**src/rtl/morse_decoder.sv**
```systemverilog
// rtl/morse_decoder.sv - keyed-line Morse receiver decoding letters A..H
module morse_decoder #(
    parameter int DOT_MAX   = 1,
    parameter int GAP_TICKS = 3
) (
    input  logic       clk,
    input  logic       resetn,
    input  logic       tick,
    input  logic       key_in,
    output logic       letter_valid,
    output logic       letter_err,
    output logic [2:0] letter_code,
    output logic       busy
);

    typedef enum logic [1:0] {
        S_IDLE  = 2'd0,
        S_MARK  = 2'd1,
        S_SPACE = 2'd2,
        S_EMIT  = 2'd3
    } state_t;

    localparam logic [2:0] DOT_MAX_C = 3'(DOT_MAX);
    localparam logic [3:0] GAP_C     = 4'(GAP_TICKS);

    state_t     state_q, state_d;
    logic [2:0] mark_cnt_q, mark_cnt_d;
    logic [2:0] space_cnt_q, space_cnt_d;
    logic [3:0] sym_q, sym_d;
    logic [2:0] nsym_q, nsym_d;
    logic       ovf_q, ovf_d;

    logic       valid_q, valid_d;
    logic       err_q, err_d;
    logic [2:0] code_q, code_d;
    logic       busy_q, busy_d;

    logic [3:0] space_inc;
    logic [3:0] dec;

    // Unused sym slots stay zero, so {nsym, sym} is a complete match key.
    function automatic logic [3:0] decode(input logic [2:0] n, input logic [3:0] s);
        case ({n, s})
            7'b010_0010: decode = 4'b1_000; // A .-
            7'b100_0001: decode = 4'b1_001; // B -...
            7'b100_0101: decode = 4'b1_010; // C -.-.
            7'b011_0001: decode = 4'b1_011; // D -..
            7'b001_0000: decode = 4'b1_100; // E .
            7'b100_0100: decode = 4'b1_101; // F ..-.
            7'b011_0011: decode = 4'b1_110; // G --.
            7'b100_0000: decode = 4'b1_111; // H ....
            default:     decode = 4'b0_000;
        endcase
    endfunction

    assign space_inc = {1'b0, space_cnt_q} + 4'd1;
    assign dec       = decode(nsym_q, sym_q);

    // State and symbol-store registers.
    always_ff @(posedge clk or negedge resetn) begin
        if (!resetn) begin
            state_q     <= S_IDLE;
            mark_cnt_q  <= 3'd0;
            space_cnt_q <= 3'd0;
            sym_q       <= 4'd0;
            nsym_q      <= 3'd0;
            ovf_q       <= 1'b0;
        end else begin
            state_q     <= state_d;
            mark_cnt_q  <= mark_cnt_d;
            space_cnt_q <= space_cnt_d;
            sym_q       <= sym_d;
            nsym_q      <= nsym_d;
            ovf_q       <= ovf_d;
        end
    end

    // Next state plus mark/space timing and symbol accumulation.
    always_comb begin
        state_d     = state_q;
        mark_cnt_d  = mark_cnt_q;
        space_cnt_d = space_cnt_q;
        sym_d       = sym_q;
        nsym_d      = nsym_q;
        ovf_d       = ovf_q;
        case (state_q)
            S_IDLE: begin
                sym_d  = 4'd0;
                nsym_d = 3'd0;
                ovf_d  = 1'b0;
                if (key_in) begin
                    state_d    = S_MARK;
                    mark_cnt_d = 3'd0;
                end
            end
            S_MARK: begin
                if (key_in) begin
                    if (tick && mark_cnt_q != 3'd7) begin
                        mark_cnt_d = mark_cnt_q + 3'd1;
                    end
                end else begin
                    space_cnt_d = 3'd0;
                    if (mark_cnt_q == 3'd0) begin
                        // Mark shorter than one tick: drop it.
                        state_d = (nsym_q == 3'd0) ? S_IDLE : S_SPACE;
                    end else begin
                        state_d = S_SPACE;
                        if (nsym_q < 3'd4) begin
                            sym_d[nsym_q[1:0]] = (mark_cnt_q > DOT_MAX_C);
                            nsym_d             = nsym_q + 3'd1;
                        end else begin
                            ovf_d = 1'b1;
                        end
                    end
                end
            end
            S_SPACE: begin
                if (key_in) begin
                    state_d    = S_MARK;
                    mark_cnt_d = 3'd0;
                end else if (tick) begin
                    space_cnt_d = (space_cnt_q == 3'd7) ? 3'd7 : space_inc[2:0];
                    if (space_inc == GAP_C) begin
                        state_d = S_EMIT;
                    end
                end
            end
            default: begin
                state_d = S_IDLE;
                sym_d   = 4'd0;
                nsym_d  = 3'd0;
                ovf_d   = 1'b0;
            end
        endcase
    end

    // Output next values: result pulse from EMIT, busy from next state.
    always_comb begin
        valid_d = 1'b0;
        err_d   = 1'b0;
        code_d  = code_q;
        busy_d  = (state_d != S_IDLE);
        if (state_q == S_EMIT) begin
            if (ovf_q || !dec[3]) begin
                err_d = 1'b1;
            end else begin
                valid_d = 1'b1;
                code_d  = dec[2:0];
            end
        end
    end

    // Output registers.
    always_ff @(posedge clk or negedge resetn) begin
        if (!resetn) begin
            valid_q <= 1'b0;
            err_q   <= 1'b0;
            code_q  <= 3'd0;
            busy_q  <= 1'b0;
        end else begin
            valid_q <= valid_d;
            err_q   <= err_d;
            code_q  <= code_d;
            busy_q  <= busy_d;
        end
    end

    assign letter_valid = valid_q;
    assign letter_err   = err_q;
    assign letter_code  = code_q;
    assign busy         = busy_q;

endmodule

```
**config.mk**
```make
export PLATFORM = sky130hd
export DESIGN_NAME = morse_decoder
export DESIGN_NICKNAME = d
export VERILOG_FILES = /design/src/rtl/morse_decoder.sv
export SDC_FILE = /design/constraint.sdc
export NUM_CORES = 1
export LEC_CHECK = 0
export BUFFER_PORTS_ARGS = -buffer_cell sky130_fd_sc_hd__buf_4
export CORE_MARGIN = 5
export CORE_UTILIZATION = 50
export DETAILED_ROUTE_END_ITERATION = 8
export PLACE_DENSITY = 0.68
export SETUP_SLACK_MARGIN = 0.5
export SLEW_MARGIN = 30
export SYNTH_ARGS = -nofsm -noshare
export SYNTH_HDL_FRONTEND = slang
export SYNTH_SLANG_ARGS = --single-unit
```
**constraint.sdc**
```tcl
create_clock -name clk -period 4.1 [get_ports clk]
set_clock_uncertainty 0.15 [all_clocks]
set_input_delay 0.41 -clock clk [delete_from_list [all_inputs] [get_ports clk]]
set_output_delay 0.41 -clock clk [all_outputs]
set_load 0.01 [all_outputs]
```
==> flow_summary.ini <==
[run_status]
outcome = finished, final reports clean

[layout]
layout-area-overhead-vs-synth_pct = 9.39
drive_above_1_share_pct = 15.2
finalNetCount = 169
num_antenna_cells = 0
stdcell_area_um2 = 1520
fin_util_pct = 56.0

[synthesis]
yosys_warnings = 0
synth.area.top_cells = dfrtp_1 40%, ha_1 12%, inv_1 3.2%
synthesis.area_um2 = 1390
ys_types = 36
netlist_instances = 143
synth-async-reset-ratio_pct = 100
ys_ff_latch = 22
syn_avg_cell_area_um2 = 9.69
syn-num-nets = 160
ys.flop_type = dfrtp_1
synth-edff-count = 0
ys_seq_area_share_pct = 39.7
synth_most_common_cell = dfrtp_1
synth_top_area_cell = dfrtp_1
synthTopCellsByCount = 22 x dfrtp_1, 13 x ha_1, 12 x inv_1
yosysTopAreaCellShare_pct = 39.7

[timing]
period_needed_ns = 2.07
max_slew_margin_pct = 58.7
setup_slack_ns = 2.03
setup_viol = 0
drv_slew = 0
min_period_over_period_pct = 50.5
hold_viol = 0
fmax_mhz = 483
worstMarginPinSlew_ns = 0.616
tns_ns = 0
rsz0062_at_grt = no

[run]
max-cap-violations = 0

[placed_design]
post-place-ws_ns = 1.76
gp_congestion = 0.833
numPortBuffers = 9
place_hpwl_um = 1960
dpl_cell_area_um2 = 1470

[clocking]
cts_max_level = 1
cts_max_path_buffers = 2
numCtsBuffers = 3
path_clk_slew_ns = 0.12
clkSinkCount = 22
cts_tree = built
post_cts_resized = 0
clock_latency_ns = 0.31
cts-root-buf = clkbuf_4

[worst_hold_path]
min_from = key_in
holdPathStages = 2
holdCritPathClass = in -> reg

[worst_setup_path]
cp-start-kind = flip-flop
max_stage_delay_ns = 0.45
cp_cell_sequence = inv_1 -> ha_1 -> nand3_1 -> a311oi_4 -> mux2_4
reg2regPathDepth = 5
crit_slowest_cell = dfrtp_1
crit_type = reg -> reg
cp_max_fo = 6
r2r-start = nsym_q[0]$_DFFE_PN0P_
cp_data_arrival_time_ns = 2.13
crit_start = nsym_q[0]$_DFFE_PN0P_
critPathRequiredTime_ns = 4.16
end_kind = flip-flop

[floorplan]
start_util_pct = 51.2
rows = 19
dieArea_um2 = 3930
die_h_um = 62.7
core_um2 = 2710
die_w_um = 62.7
ios = 10

[pwr]
irDropWorstVdd_uv = 330
cellPowerDensity_nw_per_um2 = 508
leakagePower_nw = 0.704

[global_route]
grt_max_degree = 23
antenna_found_initial = 0
grt_overflow = 0
grt_pass1_wl_um = 4830
grt_pass1_vias = 1013
grt_util_all_layers_pct = 14.9

[route]
drcViolationCount = 0
vias = 1064
first_iter_violations = 59
antenna_left = 0
drt_wl_total_um = 2600
wire_per_inst_um = 14.3
firstDrtPassIters = 4
vias_per_cell = 5.85
power breakdown:
group	leakage [nW]	switching, mW	internal (mW)	total [mW]
registers	0.297	0.0631	0.267	0.330
logic	0.387	0.179	0.141	0.321
clock network	0.0210	0.0655	0.0543	0.120
total	0.704	0.308	0.462	0.770
state kept, by name, summed over array words and instances, names as in the netlist, 2 cells and up:
register / cells
mark_cnt_q: 3
nsym_q: 3
state_q: 2
letter_code: 3
space_cnt_q: 3
sym_q: 4
what timing repair did:
action / in CTS / in global routing
buffers inserted: 0 / 0
hold endpoints to repair: 22 / 0
hold buffers: 1 / 0
cell families (layout without fill, tap and decap cells):
group	after synthesis	after routing	synth area share, %
buffers and inverters	18	26	5.23
xor gates and xnor gates	1	1	0.632
adders and majority gates	13	13	11.7
and+or+nand+nor	43	43	16.6
AOI/OAI and AO/OA	39	39	19.9
muxes	7	7	6.14
DFF	22	22	39.7
worst max-delay path: cells and delay by family, from the launching register on:
kind / cells / cell delay [ns]
AND/OR/NAND/NOR: 1 / 0.22
multiplexers: 1 / 0.33
flip-flops: 1 / 0.45
AO/OA/AOI/OAI: 1 / 0.43
adder cells (fa/ha/maj): 1 / 0.29
buffers and inverters: 1 / 0.10
layer usage:
layer	track usage, %	share of wire (%)	vias up
li1	-	-	526
met1	21.1	46	510
met2	22.0	48	22
met3	2.88	4.5	6
met4	6.10	1.5	0
met5	0	0	-
cells in the final DEF (no fill, tap or decap), types with 2 or more instances in the layout:
| master | instances |
|---|---|
| a22oi_1 | 2 |
| nor2b_1 | 4 |
| buf_4 | 9 |
| nand3_1 | 4 |
| a31o_2 | 3 |
| inv_1 | 12 |
| ha_1 | 13 |
| mux2_4 | 3 |
| o21ai_0 | 8 |
| nand2b_1 | 4 |
| a31oi_1 | 5 |
| nor3_1 | 5 |
| dfrtp_1 | 22 |
| clkbuf_4 | 3 |
| mux2i_1 | 4 |
| nand2_1 | 10 |
| a21oi_1 | 7 |
| o22ai_1 | 3 |
| a22o_1 | 2 |
| nor2_1 | 9 |
worst paths after layout:
path / to / slack, ns
max in group asynchronous: space_cnt_q[1]$_DFFE_PN0P_ / 3.22
setup / recovery: letter_code[1]$_DFFE_PN0P_ / 2.03
setup reg to reg: letter_code[1]$_DFFE_PN0P_ / 2.03
hold / removal: state_q[1]$_DFF_PN0_ / 0.21
hold reg to reg: letter_code[0]$_DFFE_PN0P_ / 0.37
min in group asynchronous: letter_valid$_DFF_PN0_ / 0.35
through the flow:
step	cells	power, mW	hold slack (ns)
floorplan	143	0.568	-0.0356
global placement	177	0.638	0.165
detailed placement	177	0.653	0.165
CTS	182	0.775	0.196
global route	182	0.847	0.208
finish	182	0.770	0.214
final cells by class:
cell class / instances / area, um2
fillers: 250 / 1190
multi-input cells: 103 / 768
flip-flops and latches: 22 / 551
repair buffers: 10 / 77.6
inverters: 12 / 45.0
well taps: 31 / 38.8
clock buffers: 4 / 36.3
Power figures use the tool's default switching activity.
